`src/rtl/isa_pkg.sv`:
```
// Shared ISA constants for the decode stage: field positions, widths,
// the two-word opcode prefix and the decode FSM state encoding.
package isa_pkg;

  localparam int DATA_W   = 16;
  localparam int ADDR_W   = 32;

  localparam int OP_MSB   = 15;
  localparam int RS_LSB   = 8;
  localparam int RD_LSB   = 5;

  localparam int REG_AW   = RS_LSB - RD_LSB;
  localparam int SH_W     = RD_LSB;
  localparam int OP_W     = OP_MSB - (RS_LSB + REG_AW) + 1;
  localparam int NUM_REGS = 1 << REG_AW;

  localparam logic [1:0] IMM_PREFIX = 2'b11;

  typedef enum logic {
    S_OP  = 1'b0,
    S_IMM = 1'b1
  } state_e;

  // The top two opcode bits select the two-word (immediate) format.
  function automatic logic is_imm_op(input logic [OP_W-1:0] op,
                                     input logic [1:0]      prefix);
    return op[OP_W-1 -: 2] == prefix;
  endfunction

endpackage

```
`src/rtl/decode_stage_regfile.sv`:
```
// 8x16 register file: one write port, two asynchronous read ports, sync clear.
// Build option DECODE_WB_BYPASS_EN forwards a same-cycle write to the reads.
module register_file
  import isa_pkg::*;
#(
  parameter int DATA_W = isa_pkg::DATA_W
) (
  input  logic              clk,
  input  logic              rst,
  input  logic              wb_en,
  input  logic [REG_AW-1:0] wb_addr,
  input  logic [DATA_W-1:0] wb_data,
  input  logic [REG_AW-1:0] ra_a,
  input  logic [REG_AW-1:0] ra_b,
  output logic [DATA_W-1:0] rd_a,
  output logic [DATA_W-1:0] rd_b
);

  logic [DATA_W-1:0] regs_q [NUM_REGS];
  logic [DATA_W-1:0] regs_d [NUM_REGS];

  always_comb begin
    regs_d = regs_q;
    if (wb_en) regs_d[wb_addr] = wb_data;
  end

  always_ff @(posedge clk) begin
    if (rst) regs_q <= '{default: '0};
    else     regs_q <= regs_d;
  end

`ifdef DECODE_WB_BYPASS_EN
  assign rd_a = (wb_en && (wb_addr == ra_a)) ? wb_data : regs_q[ra_a];
  assign rd_b = (wb_en && (wb_addr == ra_b)) ? wb_data : regs_q[ra_b];
`else
  assign rd_a = regs_q[ra_a];
  assign rd_b = regs_q[ra_b];
`endif

endmodule

```
`src/rtl/decode_stage.sv`:
```
// Decode stage: assembles one/two-word instructions, reads operands and drives
// a registered ID/EX bundle. Write-back forwarding via DECODE_WB_BYPASS_EN.
//   state | meaning
//   S_OP  | expecting an opcode word
//   S_IMM | opcode word held, waiting for its 16-bit immediate word
module decode_stage
  import isa_pkg::*;
#(
  parameter int         DATA_W     = isa_pkg::DATA_W,
  parameter int         ADDR_W     = isa_pkg::ADDR_W,
  parameter logic [1:0] IMM_PREFIX = isa_pkg::IMM_PREFIX
) (
  input  logic              clk,
  input  logic              rst,
  input  logic              if_valid,
  input  logic [OP_W-1:0]   opCode,
  input  logic [REG_AW-1:0] Rs,
  input  logic [REG_AW-1:0] Rd,
  input  logic [SH_W-1:0]   SHMNT,
  input  logic [DATA_W-1:0] instructionWord,
  input  logic [ADDR_W-1:0] nextInstructionAddress,
  input  logic              stall,
  input  logic              flush,
  input  logic              wb_en,
  input  logic [REG_AW-1:0] wb_addr,
  input  logic [DATA_W-1:0] wb_data,
  output logic              id_valid,
  output logic [OP_W-1:0]   id_opcode,
  output logic [REG_AW-1:0] id_rd,
  output logic [SH_W-1:0]   id_shmnt,
  output logic [DATA_W-1:0] id_rs_data,
  output logic [DATA_W-1:0] id_rd_data,
  output logic [DATA_W-1:0] id_imm,
  output logic              id_is_imm,
  output logic [ADDR_W-1:0] id_pc
);

  state_e            state_q, state_d;
  logic              vld_q, vld_d;
  logic [OP_W-1:0]   op_q, op_d;
  logic [REG_AW-1:0] rd_idx_q, rd_idx_d;
  logic [SH_W-1:0]   sh_q, sh_d;
  logic [DATA_W-1:0] rs_data_q, rs_data_d;
  logic [DATA_W-1:0] rd_data_q, rd_data_d;
  logic [DATA_W-1:0] imm_q, imm_d;
  logic              is_imm_q, is_imm_d;
  logic [ADDR_W-1:0] pc_q, pc_d;

  logic [OP_W-1:0]   h_op_q, h_op_d;
  logic [REG_AW-1:0] h_rs_q, h_rs_d;
  logic [REG_AW-1:0] h_rd_q, h_rd_d;
  logic [SH_W-1:0]   h_sh_q, h_sh_d;
  logic [ADDR_W-1:0] h_pc_q, h_pc_d;

  logic [REG_AW-1:0] ra_a, ra_b;
  logic [DATA_W-1:0] rf_a, rf_b;

  // While waiting for the immediate, operands come from the held indices.
  assign ra_a = (state_q == S_IMM) ? h_rs_q : Rs;
  assign ra_b = (state_q == S_IMM) ? h_rd_q : Rd;

  register_file #(.DATA_W(DATA_W)) u_rf (
    .clk    (clk),
    .rst    (rst),
    .wb_en  (wb_en),
    .wb_addr(wb_addr),
    .wb_data(wb_data),
    .ra_a   (ra_a),
    .ra_b   (ra_b),
    .rd_a   (rf_a),
    .rd_b   (rf_b)
  );

  always_comb begin
    state_d   = state_q;
    vld_d     = vld_q;
    op_d      = op_q;
    rd_idx_d  = rd_idx_q;
    sh_d      = sh_q;
    rs_data_d = rs_data_q;
    rd_data_d = rd_data_q;
    imm_d     = imm_q;
    is_imm_d  = is_imm_q;
    pc_d      = pc_q;
    h_op_d    = h_op_q;
    h_rs_d    = h_rs_q;
    h_rd_d    = h_rd_q;
    h_sh_d    = h_sh_q;
    h_pc_d    = h_pc_q;

    if (flush) begin
      vld_d   = 1'b0;
      state_d = S_OP;
      h_op_d  = '0;
      h_rs_d  = '0;
      h_rd_d  = '0;
      h_sh_d  = '0;
      h_pc_d  = '0;
    end else if (!stall) begin
      vld_d = 1'b0;
      if (if_valid) begin
        if (state_q == S_IMM) begin
          vld_d     = 1'b1;
          op_d      = h_op_q;
          rd_idx_d  = h_rd_q;
          sh_d      = h_sh_q;
          rs_data_d = rf_a;
          rd_data_d = rf_b;
          imm_d     = instructionWord;
          is_imm_d  = 1'b1;
          pc_d      = h_pc_q;
          state_d   = S_OP;
        end else if (is_imm_op(opCode, IMM_PREFIX)) begin
          h_op_d  = opCode;
          h_rs_d  = Rs;
          h_rd_d  = Rd;
          h_sh_d  = SHMNT;
          h_pc_d  = nextInstructionAddress;
          state_d = S_IMM;
        end else begin
          vld_d     = 1'b1;
          op_d      = opCode;
          rd_idx_d  = Rd;
          sh_d      = SHMNT;
          rs_data_d = rf_a;
          rd_data_d = rf_b;
          imm_d     = '0;
          is_imm_d  = 1'b0;
          pc_d      = nextInstructionAddress;
        end
      end
    end
  end

  always_ff @(posedge clk) begin
    if (rst) begin
      state_q   <= S_OP;
      vld_q     <= 1'b0;
      op_q      <= '0;
      rd_idx_q  <= '0;
      sh_q      <= '0;
      rs_data_q <= '0;
      rd_data_q <= '0;
      imm_q     <= '0;
      is_imm_q  <= 1'b0;
      pc_q      <= '0;
      h_op_q    <= '0;
      h_rs_q    <= '0;
      h_rd_q    <= '0;
      h_sh_q    <= '0;
      h_pc_q    <= '0;
    end else begin
      state_q   <= state_d;
      vld_q     <= vld_d;
      op_q      <= op_d;
      rd_idx_q  <= rd_idx_d;
      sh_q      <= sh_d;
      rs_data_q <= rs_data_d;
      rd_data_q <= rd_data_d;
      imm_q     <= imm_d;
      is_imm_q  <= is_imm_d;
      pc_q      <= pc_d;
      h_op_q    <= h_op_d;
      h_rs_q    <= h_rs_d;
      h_rd_q    <= h_rd_d;
      h_sh_q    <= h_sh_d;
      h_pc_q    <= h_pc_d;
    end
  end

  assign id_valid   = vld_q;
  assign id_opcode  = op_q;
  assign id_rd      = rd_idx_q;
  assign id_shmnt   = sh_q;
  assign id_rs_data = rs_data_q;
  assign id_rd_data = rd_data_q;
  assign id_imm     = imm_q;
  assign id_is_imm  = is_imm_q;
  assign id_pc      = pc_q;

endmodule

```
`config.mk`:
```
export PLATFORM = sky130hd
export DESIGN_NAME = decode_stage
export DESIGN_NICKNAME = d
export VERILOG_FILES = /design/src/rtl/isa_pkg.sv /design/src/rtl/decode_stage_regfile.sv /design/src/rtl/decode_stage.sv
export SDC_FILE = /design/constraint.sdc
export NUM_CORES = 1
export LEC_CHECK = 0
export CAP_MARGIN = 30
export CELL_PAD_IN_SITES_DETAIL_PLACEMENT = 1
export CELL_PAD_IN_SITES_GLOBAL_PLACEMENT = 2
export CORE_UTILIZATION = 30
export CTS_CLUSTER_SIZE = 20
export DETAILED_ROUTE_END_ITERATION = 10
export PLACE_DENSITY_LB_ADDON = 0.08
export SLEW_MARGIN = 40
export SYNTH_ARGS = -nofsm -noshare
export SYNTH_HDL_FRONTEND = slang
export SYNTH_SLANG_ARGS = --single-unit
```
`constraint.sdc`:
```
create_clock -name clk -period 3 [get_ports clk]
set_clock_uncertainty 0.2 [all_clocks]
set_input_delay 0.75 -clock clk [delete_from_list [all_inputs] [get_ports clk]]
set_output_delay 0.75 -clock clk [all_outputs]
set_load 0.005 [all_outputs]
```
==> impl_metrics.tcl <==
set metrics [dict create \
    drc 0 \
    layout-drive-gt1-share_pct 11.3 \
    crit_buf_inv 1 \
    fillers 4459 \
    cp_top_family "buffers and inverters" \
    postPlaceCellArea_sq_um 14500 \
    post_cts_resized 0 \
    vdd_ir_drop_max_uv 235 \
    diodes 0 \
    worst_pin_slew_ns 0.527 \
    maxCapViolCount 0 \
    core-area_sq_um 38900 \
    worstSkewPairLatency_ns 0.52 \
    chipHeight_um 201 \
    synthesis.nets 1439 \
    overflow 0 \
    grt_pass1_vias 10500 \
    power_density_nw_per_um2 557 \
    routed_wirelength_um 41900 \
    gp_congestion 0.735 \
    timing_worst_setup_path_type "reg -> out" \
    fp.dieArea_sq_um 40500 \
    die_w_um 201 \
    cp_slowest_cell "clkdlybuf4s50_1" \
    cpPeakStageDelay_ns 0.61 \
    cts_hold_buf 0 \
    clkSinkCount 272 \
    arrival_ns 1.55 \
    rows 72 \
    synth-seq-cells 272 \
    netSwitchingPower_w 0.00212 \
    grt_max_degree 108 \
    rr_endpoint "id_rd_data[2]" \
    crit_end "id_rd_data[4]" \
    tritoncts "built" \
    htree_levels 2 \
    first_pass_iters 4 \
    reg2reg_depth 5 \
    path_cells "clkdlybuf4s50_1" \
    post-route-cell-area_sq_um 15600 \
    max_freq_mhz 401 \
    leakagePower_nw 5.14 \
    synthDistinctLibCells 34 \
    postCtsSetupBuffers 0 \
    dp_hpwl_um 26500 \
    hold_ws_ns 0.253 \
    min_period_over_period_pct 83.2 \
    grt_use_total_pct 20.8 \
    r2r_setup_slack_ns 0.57 \
    grt_pass1_wl_um 64400 \
    slew_viol_final 0 \
    routedWlPerCell_um 20.6 \
    clockRootBuffer "clkbuf_16" \
    yosys_warnings 0 \
    crit_cells 1 \
    final_nets 1587 \
    final_hold_viol_count 0 \
    startpoint_type "register" \
    synth_area_sq_um 11900 \
    hold_class "reg -> reg" \
    drtAntennaViolNets 0 \
    crit_fanout 2 \
    initial_utilization_pct 30.6 \
    crit_required_ns 2.05 \
    synthCells 1350 \
    sw_frac_of_total_pct 24.4 \
    p_seq_share_pct 43.5 \
    port_buffers 183 \
    internal-power_w 0.00655 \
    finalSetupViolations 0 \
    drt_iter0_markers 457 \
    relSlewSlack_pct 64.9 \
    cts_max_path_buffers 3 \
    setup-tns-final_ns 0 \
    pwr-share-clk_pct 46.8 \
    ys_seq_area_share_pct 45.7 \
    numCtsBuffers 35 \
    areaGrowthSynthToFinish_pct 30.7 \
    min_period_ns 2.50 \
    crit_start "id_rd_data[4]" \
    p_comb_share_pct 9.7 \
    outcome "complete, no violations" \
    antenna_found_initial 0 \
    end_kind "primary output" \
    viasPerCell 4.98 \
    clkTransAtPathRegs_ns 0.05 \
    avgSynthCellArea_sq_um 8.82 \
    rsz0062_at_grt "false" \
    r2r-start "state_q" \
    ioPinCount 184 \
    vias 10200 \
]
[metrics by stage]
step           power (W)  worst slack (ns)  instances  utilization [%]
2_1_floorplan    0.00426             0.549       1350                -
4_1_cts          0.00882             0.492       2038             40.0
5_1_grt          0.00904             0.462       2038             40.0
3_3_place_gp     0.00469            0.0713       1979             37.2
6_report         0.00867             0.504       2038             40.0
3_5_place_dp     0.00470            0.0488       1979             37.2
[cells in the final DEF (no fill, tap or decap), types with 10 or more instances in the layout]
cell,count
nor2_1,91
mux2i_1,103
buf_12,19
nand3_1,20
clkbuf_1,10
clkdlybuf4s50_1,182
o22ai_1,16
buf_4,30
a21oi_1,195
a211oi_1,46
nand2_1,375
nor3_1,16
a211oi_2,15
clkbuf_16,37
mux4_2,47
dfxtp_1,271
[worst min path at each step]
stage	cells after the start	from	endpoint
floorplan	2	h_rs_q[1]	h_rs_q[1]
global placement	2	id_imm[1]	id_imm[1]
detailed placement	2	id_imm[15]	id_imm[15]
CTS	2	id_imm[15]	id_imm[15]
global route	2	h_pc_q[18]	h_pc_q[18]
finish	2	id_imm[15]	id_imm[15]
[area by class of cell]
cell class	count	area [sq um]	share of cell area [%]
Multi-Input combinational cell	956	5930	38.1
Timing Repair Buffer	232	2440	15.7
Clock buffer	55	1070	6.89
Sequential cell	272	5450	35.0
Clock inverter	4	23.8	0.153
Inverter	1	3.75	0.0241
Tap cell	518	648	4.16
[routing by layer]
metal	vias up	global-route usage, %	part of all wire, %
li1	4949	-	-
met1	4932	27.5	47
met2	215	34.5	46
met3	60	3.74	5.0
met4	0	5.82	2.1
met5	-	0	0
[cell usage after synthesis, drive strengths merged]
| cell type | n | share of area (%) |
|---|---|---|
| or2 | 2 | 0.11 |
| o32ai | 1 | 0.074 |
| nand2 | 375 | 12 |
| o21a | 1 | 0.063 |
| buf | 37 | 2.1 |
| clkbuf | 84 | 2.8 |
| or3 | 1 | 0.053 |
| inv | 1 | 0.031 |
| nor3b | 1 | 0.063 |
| and3b | 2 | 0.15 |
| a21oi | 195 | 8.2 |
| nor2b | 5 | 0.26 |
| nor2 | 91 | 2.9 |
| mux4 | 48 | 9.1 |
| o31ai | 1 | 0.063 |
| nand2b | 4 | 0.21 |
| a211oi | 61 | 4.5 |
| nand4 | 1 | 0.053 |
| mux2i | 106 | 8.9 |
| o22ai | 16 | 0.84 |
| mux2 | 2 | 0.19 |
| nand3b | 2 | 0.13 |
| a21o | 1 | 0.063 |
| nand3 | 20 | 0.84 |
| nor3 | 19 | 0.80 |
| dfxtp | 272 | 46 |
| o21ai | 1 | 0.042 |
[state kept, by name, summed over array words and instances (netlist names), 5 cells and up]
register,count
id_opcode,5
id_rd_data,16
id_imm,16
u_rf.regs_q,128
h_op_q,5
h_pc_q,32
id_shmnt,5
h_sh_q,5
id_pc,32
id_rs_data,16
[power by group through the flow]
stage               clock [W]  sequential [W]  combinational (W)
finish                0.00406         0.00377           0.000839
global placement            0         0.00385           0.000842
detailed placement          0         0.00385           0.000849
CTS                   0.00420         0.00377           0.000853
floorplan                   0         0.00383           0.000433
global route          0.00435         0.00378           0.000910
[cells by family (layout without fill, tap and decap cells)]
family          Yosys count  count (layout)  share of synthesized area (%)
flops                   272             272                           45.7
mux                     156             156                           18.2
buf+inv                 122             292                           4.93
simple gates            523             523                           17.3
compound gates          277             277                           13.8
Power figures use the tool's default switching activity.
==> RTL change 1: new RTL, same settings <==
Reset style: asynchronous (`rst`), changed in 2 clocked blocks.
--- a/src/rtl/decode_stage_regfile.sv
+++ b/src/rtl/decode_stage_regfile.sv
@@ -25,5 +25,5 @@
   end
 
-  always_ff @(posedge clk) begin
+  always_ff @(posedge clk or posedge rst) begin
     if (rst) regs_q <= '{default: '0};
     else     regs_q <= regs_d;
--- a/src/rtl/decode_stage.sv
+++ b/src/rtl/decode_stage.sv
@@ -133,5 +133,5 @@
   end
 
-  always_ff @(posedge clk) begin
+  always_ff @(posedge clk or posedge rst) begin
     if (rst) begin
       state_q   <= S_OP;
Behaviour: not the same (a bounded check fails within 4 cycles, from zero or initial values and one cycle with rst high; the reset may be asserted at any time).
==> RTL change 1 against the unedited design <==
- count of clock-buffer cells in the layout decreased by 7
- cell area grew 7.7%
- worst setup slack improved by 0.0048 ns
- largest cell class is now flip-flops and latches
- cell count down 1.7%
- synthesized area rose by 8.8%
- critical endpoint is now id_rd_data[6]
- via count up 1.1%
- routed wire length rose by 4.5%
- sequential cell count did not move
- synthesized cell count fell by 6.5%
Power is not compared: it rests on default switching activity, and its combinational part moved more than twofold at a synthesized area within 25%.
==> RTL change 1: results (changes against the unedited design) <==
[timing]
tightest_slew_ns = 0.827  ; +0.300 ns

[synth]
netlist_top_cells_area = dfrtp_1 53%, mux2_2 11%, nand2_1 9.8%
synthDistinctLibCells = 45  ; +32%
yosys-top-cells-count = 339 x nand2_1, 272 x dfrtp_1, 138 x nand3_1
synthesis.nets = 1351  ; -6.1%
synthFlopType = dfrtp_1
yosysSeqAreaShare_pct = 52.5  ; +6.8 points

[layout]
final-nonclk-buf-share_pct = 15.1  ; -0.60 points
seq_area_mm2 = 0.00681  ; +25%
fillCellCount = 4662  ; +4.6%
drive_above_1_share_pct = 17.1  ; +5.8 points
nNonClkInverters = 8  ; +7
clkbuf_count = 48  ; -13%
multi_input_area_mm2 = 0.00564  ; -4.9%

[global_route]
grt_max_degree = 128  ; +19%
grt_antenna_before_repair = 1  ; +1
grt_pass1_vias = 10800  ; +3.2%
grt_pass1_wl_mm = 68.4  ; +6.3%
grtUsageTotal_pct = 20.4  ; -0.31 points

[drt]
drtIter0Drc = 546  ; +19%
vias = 10300  ; +1.1%
wl_per_cell_um = 21.9  ; +6.4%
drt-pass1-iter-count = 5  ; +1

[run_status]
status = completed

[cts]
clkLatencyLatePin_ns = 0.54  ; +0.02 ns

[critical_path]
reg2regPathDepth = 7  ; +2
cpPeakStageDelay_ns = 0.54  ; -0.07 ns

[place]
gp_congestion = 0.740  ; +0.60%

[RTL change 1: cell families (layout without fill, tap and decap cells)]
| group | after synthesis | after routing | synth area share [%] |
|---|---|---|---|
| AND/OR/NAND/NOR | 532 | 532 | 18.4 |
| flip-flops | 272 | 272 | 52.5 |
| AO/OA/AOI/OAI | 190 | 190 | 10.1 |
| multiplexers | 173 | 173 | 14.7 |
| buffers and inverters | 95 | 297 | 4.23 |
[RTL change 1: layer usage]
layer  wire (µm)  track usage [%]
met5           0                0
met4         887             4.88
met3        1590             3.46
met2       19900             32.0
met1       21500             29.3
[RTL change 1: worst paths after layout]
path,to,start
min in group asynchronous,id_pc[5],rst
max in group asynchronous,u_rf.regs_q[127],rst
min,id_imm[8],id_imm[8]
min reg2reg,id_imm[8],id_imm[8]
max reg2reg,id_rs_data[15],state_q
max,id_rd_data[6],id_rd_data[6]
[RTL change 1: worst register-to-register path: stages (launching register included)]
cell and delay (ns):
dfrtp_4 0.62, buf_4 0.28, mux2i_4 0.27, buf_12 0.36, nand2_1 0.12, nand3_1 0.10
nand4_1 0.20, o21ai_1 0.18
[RTL change 1: metrics by stage]
step / setup slack, ns / std cells / setup TNS [ns] / hold slack, ns / cell area (µm²)
2_1_floorplan: -1.55 / 1262 / -420.35 / 0.245 / 13000
3_3_place_gp: 0.220 / 1946 / 0 / 0.251 / 15700
3_5_place_dp: 0.170 / 1946 / 0 / 0.258 / 15700
4_1_cts: 0.478 / 2003 / 0 / 0.271 / 16800
5_1_grt: 0.461 / 2003 / 0 / 0.292 / 16800
6_report: 0.508 / 2003 / 0 / 0.268 / 16800
==> RTL change 2: new RTL, same flow settings <==
Made on the original files. Add a define of `DECODE_WB_BYPASS_EN`.
--- a/src/rtl/decode_stage_regfile.sv
+++ b/src/rtl/decode_stage_regfile.sv
@@ -1,4 +1,6 @@
 // 8x16 register file: one write port, two asynchronous read ports, sync clear.
 // Build option DECODE_WB_BYPASS_EN forwards a same-cycle write to the reads.
+`define DECODE_WB_BYPASS_EN
+
 module register_file
   import isa_pkg::*;
Function: changed (Yosys sat finds a counterexample within 4 cycles, from zero or initial values and one cycle with rst high).
==> RTL change 2 against the unedited design <==
- routed wire length up 44%
- cell area up 12%
- cell count up 29%
- power up 5.0%
- sequential cell count unchanged
- synthesized cell count up 38%
- synthesized area up 13%
- global-route usage up 5.6 points
- hold slack worse by 0.0041 ns
- sequential share of layout area down 3.9 points
- worst setup slack worse by 0.00064 ns
==> RTL change 2: results (changes against the unedited design) <==
[cts]
path_clk_slew_ns = 0.05  ; about the same
root_buffer = clkbuf_16
ctsResizeCount = 0  ; unchanged
clkLatencyLatePin_ns = 0.56  ; +0.04 ns
cts_buffers = 35  ; unchanged
clk_path_buf_depth = 3  ; unchanged
postCtsSetupRepairBufs = 0  ; unchanged
ctsHtreeMaxLevel = 2  ; unchanged

[drt]
drt-pass1-iter-count = 5  ; +1
drt-total-wl_mm = 60.2  ; +44%
drc = 0  ; unchanged
drtIter0Drc = 1031  ; +130%
vias = 14200  ; +40%

[place]
portBuffers = 183  ; unchanged
post-dp-hpwl_mm = 38.9  ; +46%
gp_congestion = 0.832  ; +13%

[critical_path]
r2r_slack_ns = 0.50  ; -0.07 ns
reg2regPathDepth = 5  ; unchanged
crit_arrival_ns = 2.77  ; +1.22 ns
rr_startpoint = state_q
regToRegEndpoint = id_rs_data[4]
crit_fanout = 32  ; +30

[synth]
async_reset_ff_share_pct = 0  ; unchanged
yosys_warnings = 0  ; unchanged
synthesis.nets = 1954  ; +36%
netlist_top_cells_area = dfxtp_1 41%, nand2_1 17%, a21oi_1 8.8%
synth_cells = 1865  ; +38%
synthDistinctLibCells = 43  ; +26%
yosysSeqAreaShare_pct = 40.6  ; -5.1 points
yosys-top-cells-count = 613 x nand2_1, 272 x dfxtp_1, 235 x a21oi_1

[global_route]
grt_max_degree = 76  ; -30%
grt_pass1_wl_mm = 89.6  ; +39%
grt_antenna_before_repair = 1  ; +1
grtUsageTotal_pct = 26.3  ; +5.6 points

[pwr]
max-vdd-ir-drop_v = 0.000428  ; +83%
p_leak_nw = 5.60  ; +8.9%

[layout]
drive_above_1_share_pct = 8.60  ; -2.7 points
fillCellCount = 5365  ; +20%
final_cells = 2639  ; +29%
largest-register = u_rf.regs_q
n_antenna_cell = 0  ; unchanged
nNetsFinal = 2112  ; +33%
largest_reg_flops = 128  ; unchanged

[hold_path]
min_to = id_imm[15]
worstHoldPathCells = 2  ; unchanged
hp-start = id_imm[15]
hold_path_class = flop to flop

[timing]
tightest_slew_ns = 0.795  ; +0.268 ns

[run_status]
status = completed

[RTL change 2: changes by cell type in the layout (fill, tap and decap cells not counted), moves of 34 or more]
cell,delta
mux4_2,-47
o21ai_0,+49
nor2_1,-34
a21oi_1,+40
nand2_1,+238
o22ai_1,+62
nor2b_1,+83
buf_4,+47
mux2i_1,-58
nand3_1,+44
[RTL change 2: stage by stage]
step	cell area [µm²]	worst slack (ns)	hold WS, ns	power, W
2_1_floorplan	13400	0.579	0.236	0.00435
3_3_place_gp	16400	-0.00743	0.237	0.00494
3_5_place_dp	16400	-0.00426	0.246	0.00495
4_1_cts	17500	0.473	0.220	0.00921
5_1_grt	17500	0.352	0.246	0.00943
6_report	17500	0.503	0.249	0.00910
[RTL change 2: worst max-delay path by stage]
stage                         startpoint             end  slack [ns]  depth (start not counted)
after CTS                 id_rs_data[11]  id_rs_data[11]        0.47                          1
final                            state_q   id_rs_data[4]        0.50                          5
after floorplan                    Rd[0]  id_rd_data[13]        0.58                          8
after global placement         opCode[4]  id_rs_data[15]      -0.007                          6
after global routing             state_q   id_rs_data[4]        0.35                          5
after detailed placement       opCode[4]   id_rs_data[4]      -0.004                          6
[RTL change 2: worst max-delay path: stages (launching register included)]
cell and delay, ns:
dfxtp_4 0.60, and3b_1 0.32, or3_1 0.49, or3_1 0.43
buf_4 0.22, o21ai_0 0.17
[RTL change 2: cells by family (layout without fill, tap and decap cells)]
logic type / after synthesis / after routing / share of synthesized area [%]
AOI/OAI and AO/OA: 499 / 499 / 22.1
xor gates and xnor gates: 6 / 6 / 0.559
DFF: 272 / 272 / 40.6
buffers and inverters: 166 / 348 / 5.09
and+or+nand+nor: 872 / 872 / 27.8
muxes: 50 / 50 / 3.88
[RTL change 2: layout make-up]
class	instances	area [µm²]	area share [%]
clock buffer	52	1010	5.77
clock inverter	9	106	0.608
inverter	4	15.0	0.0858
multi-input combinational	1427	7340	41.9
sequential	272	5450	31.1
tap	592	741	4.23
timing repair buffer	283	2840	16.2
[RTL change 2: routing by layer]
layer  track usage (%)  up-vias  wire length (µm)
li1                  -     6706                 -
met3              4.80       82              3280
met4              6.40        2              1170
met2              41.7      355             27200
met5                 0        -                16
met1              36.9     7089             28600
[RTL change 2: power breakdown]
part / leakage [nW] / switching, W / internal [W]
Clock: 0.551 / 0.00172 / 0.00250
Combinational: 2.84 / 0.000650 / 0.000458
Sequential: 2.20 / 0.0000692 / 0.00370
Total: 5.60 / 0.00244 / 0.00666
